**src/rtl/seg_scan_decoder.sv**
```systemverilog
// Display-bus monitor: samples the scanned anode/segment bus, debounces each digit,
// decodes glyphs back to nibbles and publishes a coherent 4-digit frame.
module seg_scan_decoder #(
    parameter int STABLE_CYCLES  = 4,
    parameter int TIMEOUT_CYCLES = 262144,
    parameter int CW             = 19
) (
    input  logic        clk,
    input  logic        resetn,
    input  logic        en,
    input  logic [3:0]  anode,
    input  logic [6:0]  seg,
    output logic [15:0] digits,
    output logic [3:0]  blank_mask,
    output logic        frame_valid,
    output logic        err_invalid,
    output logic        err_timeout
);

    localparam int SW = $clog2(STABLE_CYCLES + 1);
    localparam logic [SW-1:0] STAB_LAST = SW'(STABLE_CYCLES - 1);
    localparam logic [SW-1:0] STAB_SAT  = SW'(STABLE_CYCLES);
    localparam logic [CW-1:0] TO_LAST   = CW'(TIMEOUT_CYCLES - 1);

    logic [10:0]   sample_q;
    logic [SW-1:0] stab_cnt;
    logic [3:0]    seen;
    logic [CW-1:0] to_cnt;
    logic [15:0]   shadow;
    logic [3:0]    shadow_blank;

    logic [3:0] sel;
    logic       one_hot;
    logic [1:0] dig_idx;
    logic       accept;
    logic       glyph_ok;
    logic       glyph_blank;
    logic [3:0] glyph_nib;
    logic       frame_done;
    logic       timed_out;

    assign sel        = ~sample_q[10:7];
    assign one_hot    = (sel != 4'd0) && ((sel & (sel - 4'd1)) == 4'd0);
    // stab_cnt saturates one above STAB_LAST so accept is a single-cycle event per hold
    assign accept     = (stab_cnt == STAB_LAST) && one_hot;
    assign frame_done = (seen == 4'b1111);
    assign timed_out  = !frame_done && (seen != 4'd0) && (to_cnt == TO_LAST);

    always_comb begin
        dig_idx = 2'd0;
        case (sel)
            4'b0001: dig_idx = 2'd0;
            4'b0010: dig_idx = 2'd1;
            4'b0100: dig_idx = 2'd2;
            4'b1000: dig_idx = 2'd3;
            default: dig_idx = 2'd0;
        endcase
    end

    always_comb begin
        glyph_ok    = 1'b1;
        glyph_blank = 1'b0;
        glyph_nib   = 4'hF;
        case (sample_q[6:0])
            7'b0111111: glyph_nib = 4'd0;
            7'b0000110: glyph_nib = 4'd1;
            7'b1011011: glyph_nib = 4'd2;
            7'b1001111: glyph_nib = 4'd3;
            7'b1100110: glyph_nib = 4'd4;
            7'b1101101: glyph_nib = 4'd5;
            7'b1111101: glyph_nib = 4'd6;
            7'b0000111: glyph_nib = 4'd7;
            7'b1111111: glyph_nib = 4'd8;
            7'b1101111: glyph_nib = 4'd9;
            7'b0000000: glyph_blank = 1'b1;
            default:    glyph_ok = 1'b0;
        endcase
    end

    always_ff @(posedge clk) begin
        if (!resetn) begin
            sample_q     <= '0;
            stab_cnt     <= '0;
            seen         <= '0;
            to_cnt       <= '0;
            shadow       <= '0;
            shadow_blank <= '0;
            digits       <= '0;
            blank_mask   <= '0;
            frame_valid  <= 1'b0;
            err_invalid  <= 1'b0;
            err_timeout  <= 1'b0;
        end else if (!en) begin
            sample_q    <= '0;
            stab_cnt    <= '0;
            seen        <= '0;
            to_cnt      <= '0;
            frame_valid <= 1'b0;
            err_invalid <= 1'b0;
            err_timeout <= 1'b0;
        end else begin
            sample_q <= {anode, seg};
            if ({anode, seg} != sample_q) begin
                stab_cnt <= '0;
            end else if (stab_cnt != STAB_SAT) begin
                stab_cnt <= stab_cnt + SW'(1);
            end

            frame_valid <= frame_done;
            err_timeout <= timed_out;
            err_invalid <= accept && !glyph_ok;

            if (frame_done) begin
                digits     <= shadow;
                blank_mask <= shadow_blank;
            end

            if (accept && glyph_ok) begin
                shadow[{dig_idx, 2'b00} +: 4] <= glyph_nib;
                shadow_blank[dig_idx]         <= glyph_blank;
            end

            // an accept landing on a completion or timeout edge is dropped with the frame
            if (frame_done || timed_out) begin
                seen <= '0;
            end else if (accept && glyph_ok) begin
                seen[dig_idx] <= 1'b1;
            end

            if ((seen == 4'd0) || timed_out) begin
                to_cnt <= '0;
            end else begin
                to_cnt <= to_cnt + CW'(1);
            end
        end
    end

endmodule
```
**config.mk**
```make
export PLATFORM = sky130hd
export DESIGN_NAME = seg_scan_decoder
export DESIGN_NICKNAME = d
export VERILOG_FILES = /design/src/rtl/seg_scan_decoder.sv
export SDC_FILE = /design/constraint.sdc
export NUM_CORES = 1
export LEC_CHECK = 0
export CAP_MARGIN = 20
export CORE_ASPECT_RATIO = 0.5
export CORE_MARGIN = 2
export CORE_UTILIZATION = 35
export CTS_CLUSTER_SIZE = 40
export DETAILED_ROUTE_END_ITERATION = 8
export PLACE_DENSITY = 0.62
export SLEW_MARGIN = 10
export SYNTH_ARGS = -nofsm -noshare
export SYNTH_HDL_FRONTEND = slang
export SYNTH_SLANG_ARGS = --single-unit
```
**constraint.sdc**
```tcl
create_clock -name clk -period 3.9 [get_ports clk]
set_input_delay 0.585 -clock clk [delete_from_list [all_inputs] [get_ports clk]]
set_output_delay 0.585 -clock clk [all_outputs]
set_load 0.005 [all_outputs]
```
Yosys cells after proc, flatten, opt, wreduce, memory -nomap -nowiden

Cells that the tools add are included.

Register bits after elaboration: 80

Reductions and logical operators: 23
Mux-type cells: 8
Magnitude comparators: 2
Equality and inequality tests: 18
Shifts and indexed selects: 2
Add/subtract/negate cells: 4
Bitwise gates (word level): 5

Operator list:

| operator                                              | count |
|---|---|
| equality test 7 bit, second input constant            | 7 |
| one-hot mux 4 bit (10 select lines)                   | 1 |
| adder 19 x 1 -> 19 bit, second input constant         | 1 |
| equality test 19 x 18 -> 1 bit, second input constant | 1 |
| bitwise mux 16 bit                                    | 1 |
| variable shift 4 x 6 -> 16 bit, first input constant  | 1 |
| indexed part select 4 x 6 -> 16 bit                   | 1 |
| equality test 7 x 3 -> 1 bit, second input constant   | 2 |
| inequality test 11 bit                                | 1 |
| OR reduction 11 bit                                   | 1 |
| OR reduction 3 bit                                    | 3 |
| equality test 4 bit, second input constant            | 2 |
| logical NOT 4 bit                                     | 2 |
| nonzero test 4 bit                                    | 2 |
| equality test 7 x 6 -> 1 bit, second input constant   | 1 |
| logical AND 1 bit                                     | 7 |
| logical NOT 7 bit                                     | 1 |
| negator 4 -> 6 bit                                    | 1 |
| one-hot mux 2 bit (3 select lines)                    | 1 |
| AND reduction 2 bit                                   | 3 |
| AND 4 bit                                             | 1 |
| bitwise mux 4 bit                                     | 1 |
| equality test 4 x 2 -> 1 bit, second input constant   | 1 |
| equality test 4 x 3 -> 1 bit, second input constant   | 1 |
| other kinds (13)                                      | 18 |

Depth between registers and ports, before layout

Gate-level depths: netlist of run 1.

Depth in word-level cells: 8
Gate-level depth with buffers: 9

Worst setup path before layout of run 1

OpenSTA, ideal clock, no wires.

Path kind: flip-flop to flip-flop
From: register sample_q[3]
To: register shadow[8]
Clock period less this slack: 1995 ps
Required time: 3783 ps
Path buffers: 2
Slack: 1905 ps
Cell stages (with the launch flop): 8
Setup time: 117 ps
Arrival: 1877 ps
Cells stage by stage: dfxtp_1 -> buf_6 -> or4_4 -> nor4_4 -> o41a_2 -> buf_6 -> nand3_4 -> a32o_1

Word-level cells in the longest chain between the ends: 5

RTL lines:

| element                                                                     | RTL line | source |
|---|---|---|
| from (decl)                                                                 | 25       | `logic [10:0] sample_q;` |
| from (signal assigned)                                                      | 102      | `sample_q <= {anode, seg};` |
| branches (longest 5 deep; another with indexed part select 4 x 6 -> 16 bit) | --       |  |
| to (signal, indexed assignment)                                             | 119      | `shadow[{dig_idx, 2'b00} +: 4] <= glyph_nib;` |
| to (decl)                                                                   | 29       | `logic [15:0] shadow;` |

Several ways; the timed one is not identified.
A chain may end at the register's enable or synchronous reset.

Worst setup path after layout of run 1

From: register sample_q[6]
To: register shadow[4]

Same word-level chain as after synthesis.

==> results of run 1 <==
==> per-stage QoR <==
stage,area (µm²),setup WS (ns),total power [mW],cells,utilization
finish,4400,1.44,1.81,585,0.434
global route,4400,1.25,1.88,585,0.434
CTS,4400,1.41,1.83,585,0.434
detailed placement,4070,1.23,0.915,569,0.401
global placement,4070,1.31,0.914,569,0.401
floorplan,3630,1.91,0.888,413,-
==> routing by layer <==
layer,vias to the layer above,track usage,wire length (µm)
li1,1476,-,-
met1,1252,0.199,3800
met2,45,0.203,3020
met3,10,0.0461,377
met4,0,0.0533,98
met5,-,0,0
==> registers in the layout (all words and copies together), names as in the netlist <==
signal	flops
seen	4
blank_mask	4
shadow	16
err_invalid	1
to_cnt	19
err_timeout	1
sample_q	11
stab_cnt	3
digits	16
shadow_blank	4
frame_valid	1
==> worst max path at each step <==
| stage | start | endpoint | cells after the start |
|---|---|---|---|
| finish | sample_q[6]$_SDFF_PN0_ | shadow[4]$_SDFFE_PN0P_ | 6 |
| detailed placement | en | blank_mask[1]$_SDFFE_PN0P_ | 5 |
| CTS | sample_q[1]$_SDFF_PN0_ | shadow[8]$_SDFFE_PN0P_ | 6 |
| floorplan | sample_q[3]$_SDFF_PN0_ | shadow[8]$_SDFFE_PN0P_ | 7 |
| global placement | en | digits[2]$_SDFFE_PN0P_ | 5 |
| global route | sample_q[1]$_SDFF_PN0_ | shadow[12]$_SDFFE_PN0P_ | 6 |
==> cells by family after synthesis <==
kind of cell | count (synthesis) | synth area share
buffers and inverters | 33 | 0.0431
AO/OA/AOI/OAI | 58 | 0.108
XOR/XNOR | 33 | 0.0796
multiplexers | 9 | 0.0248
flip-flops | 80 | 0.441
AND/OR/NAND/NOR | 189 | 0.265
adder cells (fa/ha/maj) | 11 | 0.0379
==> cell usage in the layout (no fill, tap or decap), drive strengths merged, types with 8 or more instances in the layout <==
cell,n
ha,11
nor3,9
dfxtp,80
nor2,38
xor2,25
clkdlybuf4s50,36
nand2,76
inv,10
xnor2,8
a21oi,30
nand3,19
mux2i,9
nor4,8
and3,16
clkbuf,10
==> power by group <==
part           leakage [nW]  total [mW]  switching [mW]  internal (mW)
combinational         0.818      0.0639          0.0341         0.0298
clock                 0.151       0.912           0.332          0.579
sequential            0.646       0.833          0.0109          0.822
==> area by class of cell <==
| type | instances | area, µm² |
|---|---|---|
| Timing Repair Buffer | 40 | 390 |
| Tap cell | 140 | 175 |
| Multi-Input combinational cell | 300 | 1870 |
| Clock inverter | 6 | 91.3 |
| Clock buffer | 10 | 239 |
| Sequential cell | 80 | 1600 |
| Fill cell | 1024 | 5750 |
| Inverter | 9 | 33.8 |
==> results.md, run 1 <==
- Outcome: completed
- Die width: 148 µm
- Syn_nets: 438
- Setup CP Type: register to register
- CTS tree: yes
- Clock root buffer: clkbuf_16
- # hold bufs at CTS: 0
- IO Pins: 37
- PostCTS Resize Cnt: 0
- Area delta synth->final: 21.3%
- Post-CTS setup repair buffer count: 0
- First-pass GRT wire length: 12900 µm
- Pwr/cell area: 411 nW/µm²
- Critical path endpoint category: register
- MaxCap Viol Count: 0
- Max_slew headroom: 0.486
- DR pass1 iterations: 4
- R2R Setup Slk: 1.44 ns
- ANT cells: 0
- Worst hold path type: register to register
- Pleak: 1.62 nW
- Final hold violations: 0
- Yosys cell types: 50
- Synth area leaders: dfxtp_1, nand2_1, xor2_1
- Post-synth top area share: 0.441
- Worst clock skew: 0.00285 ns
- Worst hold slack: 0.445 ns
- Synth Instances: 413
- Main synth FF type: dfxtp_1
- Final setup fails: 0
- GRT Total Usage: 0.142
- Routed WL: 7300 µm
- FF-to-FF End: shadow[4]$_SDFFE_PN0P_
- Core area: 10100 µm²
- CP required: 4.13 ns
- Arr. time, crit path: 2.69 ns
- Clk slew on worst S/H paths: 0.06 ns
- WL/cell: 12.5 µm
- Layout cell share with drive strength beyond 1: 0.0719
- Worst path bufs/invs: 0
- Min-delay src: to_cnt[0]$_SDFF_PP0_
- Delay-heaviest family, CP: compound AO/OA/AOI/OAI gates
- Hold depth: 1
- Maximum clock rate: 0.406 GHz
- Row cnt: 26
- Slowest cell on crit path: dfxtp_1
- Fin crit share: 0.632
- Starting density of the core: 0.358
- Detailed Place HPWL: 5090 µm
- Gr ovfl total: 0
- Syn_area_per_cell: 8.79 µm²
- Nets@finish: 465
- RSZ-0062 raised after global routing: no
- Pin count of the biggest net entering global routing: 36
- Clock Latency Late Sink: 0.33 ns
- Synthesized flop and latch total: 80
- Input/output buffers: 36
- Die ar.: 11300 µm²
- Hold EP: to_cnt[0]$_SDFF_PP0_
- Starting DRT DRC Count: 144
- Worst vdd ir: 0.219 mV
- Asr flop ratio synth: 0
- Most area-hungry cell type in the Yosys netlist: dfxtp_1
- R2R depth: 6
- Initial antenna violation count: 0
- Ordered cell list for the critical path: or3b_1, a21oi_1, o21bai_1, o41a_2, nand3_1, a32o_1
- DR DRC count: 0
- Setup TNS: 0 ns
- Worst Setup Start Kind: register
- H-tree depth: 3
- Worst path max stage delay: 0.49 ns
- Slew @ Worst Pin: 0.769 ns
- Worst-path fanout max: 11
- Yosys Warn Count: 0
- Crit path time final: 2.46 ns
- List of most frequent post-synthesis cells: dfxtp_1, nand2_1, nor2_1
- Most common cell in the netlist: dfxtp_1
- Drt via density: 4.76
- Number of flops mapped to enable cells by yosys: 0
- Worst-case clock buffer depth: 2
- DR vias: 2783
- Max Transition Viols Final: 0
- TritonCTS Sinks: 80
- Seq/Total Area, Yosys: 0.441
- Die height: 76.0 µm
- Number of routed nets with antenna violations: 0
- Reg-to-Reg Start: sample_q[6]$_SDFF_PN0_
- Synthesized area: 3630 µm²
- Vias in the first global route: 2694
- CTS Buf Count: 9
- GPL Wtd Cong: 0.800
Power figures use the tool's default switching activity.
==> run 2, diff against run 1 <==
- PLACE_DENSITY: 0.62 -> 0.63
- clock period: 3.9 -> 2.09 ns (I/O delays scaled with it)
==> results.md, run 2 (synthesis results as in run 1) <==
- Die ar.: 11300 µm²
- RSZ-0062 raised after global routing: no
- Core area: 10100 µm²
- Slew @ Worst Pin: 0.547 ns
- CTS tree: yes
- Post-CTS setup repair buffer count: 0
- Max reg flops: 19
- Setup WS pre-CTS: 0.0452 ns
- Psw: 0.686 mW
- Detailed Place HPWL: 5490 µm
- Critical path endpoint category: register
- Setup CP Type: register to register
- TritonCTS Sinks: 80
- Routed WL: 7430 µm
- Int Power: 2.44 mW
- Worst-path fanout max: 8
- Row cnt: 26
- Met1 usage: 0.196
- Max Transition Viols Final: 0
- Starting density of the core: 0.358
- Gr ovfl total: 0
- Commonest non-fill, non-tap cell in the layout: dfxtp_1
- Crit path time final: 1.99 ns
- Fill cells: 1010
- Combinational power share: 0.048
- Starting DRT DRC Count: 139
- GR peak layer: met2
- Post-route setup slack: 0.101 ns
- Biggest register: to_cnt
- Worst Setup Start Kind: register
- Met3 usage: 0.0449
- Clk slew on worst S/H paths: 0.06 ns
- GPL Wtd Cong: 0.834
- GRT Total Usage: 0.141
- DR DRC count: 0
- Setup TNS: 0 ns
- Switch share: 0.220
- ANT cells: 0
- Fin crit share: 0.951
- Nets@finish: 498
- Biggest regs: to_cnt (19), digits (16), shadow (16)
- WL/cell: 12.0 µm
- Overall Power: 3.12 mW
- Dpl cell area: 4330 µm²
- Clock Latency Late Sink: 0.33 ns
- Maximum clock rate: 0.503 GHz
- First-pass GRT wire length: 12900 µm
- Area delta synth->final: 27.6%
- Max_slew headroom: 0.633
- Final setup fails: 0
- Outcome: completed
- Final Cell Area: 4630 µm²
- Vias in the first global route: 2727
- Die height: 76.0 µm
- Number of routed nets with antenna violations: 0
- Clock root buffer: clkbuf_16
- Pleak: 1.76 nW
- DR pass1 iterations: 4
- Met2 GRT Util: 0.211
- Drt via density: 4.73
- Worst vdd ir: 0.271 mV
- Worst clock skew: 0.00477 ns
- Die width: 148 µm
- Clock power frac: 0.457
- Reg power frac: 0.495
- MaxCap Viol Count: 0
- Pin count of the biggest net entering global routing: 24
- Worst hold path type: register to register
- Final hold violations: 0
- Initial antenna violation count: 0
- CTS Buf Count: 9
- CP required: 2.32 ns
- Worst-case clock buffer depth: 2
- H-tree depth: 3
- Most frequent cells in the layout: dfxtp_1, nand2_1, nor2_1
- DR vias: 2926
- Arr. time, crit path: 2.22 ns
- IO Pins: 37
- Layout cell share with drive strength beyond 1: 0.144
- Worst hold slack: 0.446 ns
- Pwr/cell area: 674 nW/µm²
- Input/output buffers: 36
[run 2: through the flow]
stage | utilization | cells
3_5_place_dp | 0.427 | 602
2_1_floorplan | - | 413
5_1_grt | 0.457 | 618
4_1_cts | 0.454 | 618
6_report | 0.457 | 618
3_3_place_gp | 0.427 | 602
[run 2: area by class of cell]
class                   instances  area, µm²  area share
inverters                       9       33.8     0.00729
multi-input cells             300       1890       0.409
repair buffers                 73        651       0.140
clock buffers                  11        243      0.0524
clock inverters                 5       32.5     0.00702
well taps                     140        175      0.0378
flip-flops and latches         80       1610       0.346
[run 2: repair_timing]
item | in CTS | in global routing
endpoints found under the hold margin | 0 | 0
setup endpoints to repair | 0 | 21
hold buffers | 0 | 0
gates resized for setup | 0 | 6
[run 2: power groups by stage]
stage	sequential [mW]	clock (mW)	combinational (mW)
floorplan	1.57	0	0.0863
global placement	1.58	0	0.149
detailed placement	1.58	0	0.148
CTS	1.55	1.47	0.148
global route	1.55	1.55	0.163
finish	1.55	1.43	0.150
[run 2: final timing paths]
| path | start | to | slack (ns) | cells after the start |
|---|---|---|---|---|
| worst max-delay path | sample_q[3]$_SDFF_PN0_ | shadow[8]$_SDFFE_PN0P_ | 0.10 | 6 |
| worst min-delay path | to_cnt[0]$_SDFF_PP0_ | to_cnt[0]$_SDFF_PP0_ | 0.45 | 1 |
| worst max register to register | sample_q[3]$_SDFF_PN0_ | shadow[8]$_SDFFE_PN0P_ | 0.10 | 6 |
| worst min register to register | to_cnt[0]$_SDFF_PP0_ | to_cnt[0]$_SDFF_PP0_ | 0.45 | 1 |
[run 2: worst max-delay path, stage by stage, from the launching register on]
cell	delay, ns
dfxtp_1	0.36
or4_4	0.58
a21oi_2	0.18
o41a_2	0.24
buf_12	0.14
nand3_4	0.10
a32o_1	0.27
[run 2: metal layers]
layer / up-vias / wire length, µm
li1: 1538 / -
met1: 1325 / 3860
met2: 55 / 3130
met3: 8 / 358
met4: 0 / 86
met5: - / 0
